File: src/rtl/jstk_pkg.sv
// jstk_pkg: shared direction codes and FSM state encoding for the joystick move path
package jstk_pkg;
    localparam int DIR_W = 3;
    typedef enum logic [DIR_W-1:0] {
        DIR_NONE  = 3'd0,
        DIR_UP    = 3'd1,
        DIR_DOWN  = 3'd2,
        DIR_LEFT  = 3'd3,
        DIR_RIGHT = 3'd4
    } dir_t;
    typedef enum logic [1:0] {ST_IDLE, ST_ARMING, ST_HELD} state_t;
endpackage

File: src/rtl/jstk_dir_classify.sv
// jstk_dir_classify: registers a joystick sample and classifies it into a direction
//   clk, rst (sync, active-low)
//   smp_valid/smp_x/smp_y : raw sample strobe and axes
//   cls_valid/cls_dir     : one-cycle pulse with the direction of the registered sample
//   cur_dir               : registered copy of the last classified direction
module jstk_dir_classify
    import jstk_pkg::*;
#(
    parameter int DATA_W   = 10,
    parameter int CENTER   = 512,
    parameter int DEADZONE = 128
) (
    input  logic              clk,
    input  logic              rst,
    input  logic              smp_valid,
    input  logic [DATA_W-1:0] smp_x,
    input  logic [DATA_W-1:0] smp_y,
    output dir_t              cls_dir,
    output logic              cls_valid,
    output dir_t              cur_dir
);
    localparam int W = DATA_W + 1;
    logic [DATA_W-1:0] x_q, y_q;
    logic              v_q;
    dir_t              cur_q, dir_d;
    logic signed [W-1:0] dx, dy;
    logic [W-1:0]        ax, ay;
    assign dx = {1'b0, x_q} - W'(CENTER);
    assign dy = {1'b0, y_q} - W'(CENTER);
    // -(-2^(W-1)) wraps to the same bit pattern, which read unsigned is the right magnitude
    assign ax = dx[W-1] ? -dx : dx;
    assign ay = dy[W-1] ? -dy : dy;
    // ties fall through to the vertical axis
    assign dir_d = (ax <= W'(DEADZONE) && ay <= W'(DEADZONE)) ? DIR_NONE :
                   (ax > ay) ? ((!dx[W-1] && |dx) ? DIR_RIGHT : DIR_LEFT) :
                   ((!dy[W-1] && |dy) ? DIR_UP : DIR_DOWN);
    always_ff @(posedge clk) begin
        if (!rst) begin
            x_q   <= '0;
            y_q   <= '0;
            v_q   <= 1'b0;
            cur_q <= DIR_NONE;
        end else begin
            v_q <= smp_valid;
            if (smp_valid) begin
                x_q <= smp_x;
                y_q <= smp_y;
            end
            if (v_q) cur_q <= dir_d;
        end
    end
    assign cls_dir   = dir_d;
    assign cls_valid = v_q;
    assign cur_dir   = cur_q;
endmodule

File: src/rtl/jstk_move_event.sv
// jstk_move_event: turns joystick samples into one-shot move commands with hold qualification
//   clk, rst (sync, active-low)
//   smp_valid/smp_x/smp_y : raw sample strobe and axes
//   move_valid/move_ready/move_dir : single-entry move output handshake
//   cur_dir : live classified direction; drop : sticky, a move was lost to a full buffer
module jstk_move_event
    import jstk_pkg::*;
#(
    parameter int DATA_W         = 10,
    parameter int CENTER         = 512,
    parameter int DEADZONE       = 128,
    parameter int HOLD_SAMPLES   = 4,
    parameter int REPEAT_EN      = 0,
    parameter int REPEAT_SAMPLES = 32
) (
    input  logic              clk,
    input  logic              rst,
    input  logic              smp_valid,
    input  logic [DATA_W-1:0] smp_x,
    input  logic [DATA_W-1:0] smp_y,
    output logic              move_valid,
    input  logic              move_ready,
    output logic [DIR_W-1:0]  move_dir,
    output logic [DIR_W-1:0]  cur_dir,
    output logic              drop
);
    localparam int CMAX = HOLD_SAMPLES > REPEAT_SAMPLES ? HOLD_SAMPLES : REPEAT_SAMPLES;
    localparam int CW   = $clog2(CMAX + 1);
    dir_t          cls_dir, cur;
    logic          cls_valid;
    state_t        state_q, state_d;
    logic [CW-1:0] cnt_q, cnt_d, cnt_inc;
    dir_t          dir_q, dir_d, md_q, md_d;
    logic          mv_q, mv_d, drop_q, drop_d;
    logic          emit, accept, load;
    jstk_dir_classify #(
        .DATA_W  (DATA_W),
        .CENTER  (CENTER),
        .DEADZONE(DEADZONE)
    ) u_cls (
        .clk      (clk),
        .rst      (rst),
        .smp_valid(smp_valid),
        .smp_x    (smp_x),
        .smp_y    (smp_y),
        .cls_dir  (cls_dir),
        .cls_valid(cls_valid),
        .cur_dir  (cur)
    );
    assign cnt_inc = cnt_q + CW'(1);
    always_comb begin
        state_d = state_q;
        cnt_d   = cnt_q;
        dir_d   = dir_q;
        emit    = 1'b0;
        if (cls_valid) begin
            case (state_q)
                ST_IDLE:
                    if (cls_dir != DIR_NONE) begin
                        dir_d   = cls_dir;
                        state_d = (HOLD_SAMPLES == 1) ? ST_HELD : ST_ARMING;
                        cnt_d   = (HOLD_SAMPLES == 1) ? CW'(0) : CW'(1);
                        emit    = (HOLD_SAMPLES == 1);
                    end
                ST_ARMING:
                    if (cls_dir == DIR_NONE) begin
                        state_d = ST_IDLE;
                        cnt_d   = '0;
                    end else if (cls_dir != dir_q) begin
                        dir_d = cls_dir;
                        cnt_d = CW'(1);
                    end else if (cnt_inc == CW'(HOLD_SAMPLES)) begin
                        emit    = 1'b1;
                        state_d = ST_HELD;
                        cnt_d   = '0;
                    end else begin
                        cnt_d = cnt_inc;
                    end
                ST_HELD:
                    // a different direction is ignored: the stick must recentre first
                    if (cls_dir == DIR_NONE) begin
                        state_d = ST_IDLE;
                        cnt_d   = '0;
                    end else if (cls_dir == dir_q && REPEAT_EN != 0) begin
                        emit  = (cnt_inc == CW'(REPEAT_SAMPLES));
                        cnt_d = emit ? CW'(0) : cnt_inc;
                    end
                default: begin
                    state_d = ST_IDLE;
                    cnt_d   = '0;
                end
            endcase
        end
        accept = mv_q & move_ready;
        load   = emit & (~mv_q | accept);
        mv_d   = load | (mv_q & ~accept);
        md_d   = load ? dir_d : md_q;
        drop_d = drop_q | (emit & ~load);
    end
    always_ff @(posedge clk) begin
        if (!rst) begin
            state_q <= ST_IDLE;
            cnt_q   <= '0;
            dir_q   <= DIR_NONE;
            mv_q    <= 1'b0;
            md_q    <= DIR_NONE;
            drop_q  <= 1'b0;
        end else begin
            state_q <= state_d;
            cnt_q   <= cnt_d;
            dir_q   <= dir_d;
            mv_q    <= mv_d;
            md_q    <= md_d;
            drop_q  <= drop_d;
        end
    end
    assign move_valid = mv_q;
    assign move_dir   = md_q;
    assign cur_dir    = cur;
    assign drop       = drop_q;
endmodule

File: config.mk
export PLATFORM = sky130hd
export DESIGN_NAME = jstk_move_event
export DESIGN_NICKNAME = d
export VERILOG_FILES = /design/src/rtl/jstk_pkg.sv /design/src/rtl/jstk_dir_classify.sv /design/src/rtl/jstk_move_event.sv
export SDC_FILE = /design/constraint.sdc
export NUM_CORES = 1
export LEC_CHECK = 0
export BUFFER_PORTS_ARGS = -buffer_cell sky130_fd_sc_hd__buf_2
export CAP_MARGIN = 0
export CORE_ASPECT_RATIO = 1.2
export CORE_MARGIN = 5
export CORE_UTILIZATION = 44
export CTS_CLUSTER_SIZE = 24
export DETAILED_ROUTE_END_ITERATION = 10
export PLACE_DENSITY = 0.64
export SLEW_MARGIN = 5
export SYNTH_ARGS = -nofsm -noshare
export SYNTH_HDL_FRONTEND = slang
export SYNTH_SLANG_ARGS = --single-unit
File: constraint.sdc
create_clock -name clk -period 8.7 [get_ports clk]
set_clock_uncertainty 0.2 [all_clocks]
set_input_delay 0.435 -clock clk [delete_from_list [all_inputs] [get_ports clk]]
set_output_delay 0.435 -clock clk [all_outputs]
set_load 0.02 [all_outputs]
==> flow_summary.toml <==
[status]
outcome = "finished, final reports clean"

[power]
cell_area_power_density_nw_per_um2 = 172
power.clock.fraction_pct = 31.0
power.sequential.fraction_pct = 42.4
p_sw_share_pct = 30.5
power_mw = 0.484
power_spent_charging_and_discharging_nets_mw = 0.147
ir_worst_vdd_uv = 74.7
total_leakage_power_nw = 1.23
combinationalPowerShare_pct = 26.6
intPower_mw = 0.337

[grt]
grt_pass1_wl_um = 8870
antenna_found_initial = 0
vias_in_the_first_global_route = 1974
globalRouteTotalUtil_pct = 14.9
grt_max_degree = 33
global_route.overflow_total = 0

[timing]
totalNegativeSetupSlack_ps = 0
relSlewSlack_pct = 32.5
finalSetupViolations = 0
finalMaxSlewViolations = 0
final.min_clock_period_ps = 4300
total_count_of_hold_check_failures_in_the_final_report = 0
worst_pin_slew_ps = 1010
unrepaired_setup_endpoints_after_global_routing = "no"
min_period_over_period_pct = 49.4
max_clock_freq_mhz = 233

[synthesis]
netlist_area_um2 = 2520
yosys.area_share.xor_xnor_pct = 7.58
compound_gate_portion_of_the_synthesized_area_pct = 13.4
synth_top_family_by_area = "simple AND/OR/NAND/NOR gates"
muxShareOfSynthArea_pct = 12.1
synth_fa_ha_area_share_pct = 6.34
synth.lib_cells_used.distinct = 65
synth-edff-count = 0
postSynthAreaPerCell_um2 = 8.86
synth.ff_latch_count = 40
synth.net_count = 321
synthSimpleGateAreaFrac_pct = 24.9
ys.flop_type = "sky130_fd_sc_hd__dfxtp_1"
ys.warnings.count = 0
seq_area_frac_synth_pct = 31.7
asyncSetResetFlopFracSynth_pct = 0
post_synth_inst_count = 285

[worst_setup_path]
timing.critical_path.slowest_cell_delay_ps = 450
timing.critical_path.from = "u_cls.y_q[0]"
critical_path.endpoint = "move_dir[2]"
rr_startpoint = "u_cls.y_q[0]"
critical_path.slowest_cell = "sky130_fd_sc_hd__dfxtp_1"
cp_max_fo = 10
worstPathArrival_ps = 4280
worst_setup_slack_for_register_to_register_paths_ps = 4400
critical_path.n_buffers_inverters = 1
crit-reg2reg-capture = "move_dir[2]"
worstSetupPathDepth = 16
worst_ep_required_time_ps = 8680
r2r_cells = 16
worstPathCellList = "inv_1, ha_1, nor3b_2, nor3_1, nor2_1, ha_1, a2111oi_0, a21oi_1, maj3_1, nand4b_1, o21ai_2, or3_1, a31oi_1, o21ai_2, nor4b_4, mux2_2"
cp_delay_by_family_top = "simple AND/OR/NAND/NOR gates"
worst_setup_path_end_kind = "flop"
timing.setup.critical_path_class = "reg -> reg"
critical_path.startpoint_type = "flop"

[clock_network]
clock_latency_ps = 290
post_cts_repair_setup_buffers = 0
clock_tree.root_cell = "sky130_fd_sc_hd__clkbuf_8"
cts-hold-fix-buffers = 0
cts_resized = 0
tritoncts = "built"
numClockSinks = 40
cts_inserted_buffers = 5
cts.path.max_buffers = 2
htreeDepth = 2
clk_pin_slew_worst_paths_ps = 80

[die]
dieArea_um2 = 7360
core_region_area_um2 = 5630
start_util_pct = 44.8
die_width_um = 79.2
design.portCount = 32
fp.dieH_um = 93.0
placementRows = 30

[routing]
initialDrtViolationCount = 56
drt-total-wl_um = 5210
vias_per_cell = 5.46
routedWlPerCell_um = 13.8
postRouteAntennaNets = 0
detail_route.drc_violations = 0
dr_total_vias = 2060
detailedRoute.firstPassIterationCount = 4

[placement]
numPlacedInstances = 369
port_buffer_count = 31
place_hpwl_um = 4040
gp_routability_congestion = 0.802

[final_layout]
fin_nets = 348
areaGrowthSynthToFinish_pct = 11.5
drive_gt1_share_pct = 17.9
fin_cells = 377
final.fill_count = 563
num_antenna_cells = 0
most_frequent_cells_in_the_layout = "sky130_fd_sc_hd__nor2_1 (44), sky130_fd_sc_hd__dfxtp_1 (40), sky130_fd_sc_hd__buf_2 (31), sky130_fd_sc_hd__mux2i_1 (26), sky130_fd_sc_hd__nand2_1 (15)"
layout_commonest_cell = "sky130_fd_sc_hd__nor2_1"

[run]
maxCapViolations = 0

[hold_path]
holdCritPathClass = "in -> reg"
number_of_instances_on_the_worst_hold_path = 3
-- layer usage --
| metal | wire length [µm] | GRT usage [%] | vias to the layer above |
|---|---|---|---|
| met5 | 0 | 0 | - |
| met4 | 47 | 4.58 | 0 |
| li1 | - | - | 1064 |
| met1 | 2300 | 17.0 | 954 |
| met3 | 216 | 3.95 | 4 |
| met2 | 2660 | 26.8 | 38 |
-- layout make-up --
class                   count  area (µm²)  share of cell area [%]
flip-flops and latches     40         801                    28.4
inverters                  11        41.3                    1.47
clock buffers               6        72.6                    2.58
clock inverters             2        35.0                    1.24
repair buffers             31         155                    5.51
multi-input cells         223        1630                    57.9
well taps                  64        80.1                    2.84
-- flip-flops by register name (all words and copies together) (netlist names) --
signal,count
u_cls.x_q,10
dir_q,3
state_q,2
u_cls.y_q,10
u_cls.cur_dir,3
move_dir,3
drop,1
cnt_q,6
u_cls.cls_valid,1
move_valid,1
-- power by group through the flow --
stage                     clock, mW  combinational [mW]  sequential, mW
after CTS                     0.156               0.129           0.205
after global routing          0.166               0.145           0.207
after global placement            0               0.127           0.209
final                         0.150               0.129           0.205
after detailed placement          0               0.129           0.209
after floorplan                   0               0.105           0.206
-- per-stage QoR --
stage / setup slack (ps) / hold slack [ps] / utilization, % / area, µm²
CTS: 4410 / 164 / 50.0 / 2820
finish: 4400 / 173 / 50.0 / 2820
global route: 4130 / 181 / 50.0 / 2820
detailed placement: 4430 / 241 / 48.1 / 2710
global placement: 4530 / 238 / 48.1 / 2710
floorplan: 4750 / 264 / - / 2520
-- worst register-to-register path, delay by kind of cell (launching register included) --
family	cells	cell delay (ps)
multiplexers	1	370
flip-flops	1	450
adder cells (fa/ha/maj)	3	780
buffers and inverters	1	100
AND/OR/NAND/NOR	6	1290
AO/OA/AOI/OAI	5	1010
-- worst min-delay path by stage --
stage                  start           end  slack [ps]
floorplan           cnt_q[5]      cnt_q[5]         260
CTS                 smp_x[3]  u_cls.x_q[3]         160
finish              smp_y[8]  u_cls.y_q[8]         170
global placement        drop          drop         240
global route        smp_y[4]  u_cls.y_q[4]         180
detailed placement      drop          drop         240
-- synthesized netlist by cell type, types with 3 or more instances --
master                     count  share of area, %
sky130_fd_sc_hd__o21a_1        3              0.89
sky130_fd_sc_hd__nor2b_1       5               1.2
sky130_fd_sc_hd__nand3_1       8               1.6
sky130_fd_sc_hd__mux2i_1      26                10
sky130_fd_sc_hd__ha_1         12               5.9
sky130_fd_sc_hd__nand4_1       4              0.99
sky130_fd_sc_hd__a21oi_1      12               2.4
sky130_fd_sc_hd__nand2_1      15               2.2
sky130_fd_sc_hd__a21o_1        3              0.89
sky130_fd_sc_hd__or3_1         3              0.74
sky130_fd_sc_hd__xnor2_1       6               2.1
sky130_fd_sc_hd__xor2_1        9               3.1
sky130_fd_sc_hd__nor3_1        7               1.4
sky130_fd_sc_hd__and2_1        6               1.5
sky130_fd_sc_hd__nor2_1       44               6.5
sky130_fd_sc_hd__clkbuf_1      6              0.89
sky130_fd_sc_hd__dfxtp_1      40                32
sky130_fd_sc_hd__nand2b_1      3              0.74
sky130_fd_sc_hd__o21ai_0       3              0.59
sky130_fd_sc_hd__inv_1        11               1.6
-- kinds of logic after synthesis --
family | count (synthesis)
AO/OA/AOI/OAI | 47
XOR/XNOR | 18
adder cells (fa/ha/maj) | 13
buffers and inverters | 22
flip-flops | 40
multiplexers | 30
other | 2
AND/OR/NAND/NOR | 113
No activity file was read; power rests on OpenSTA's default activity.
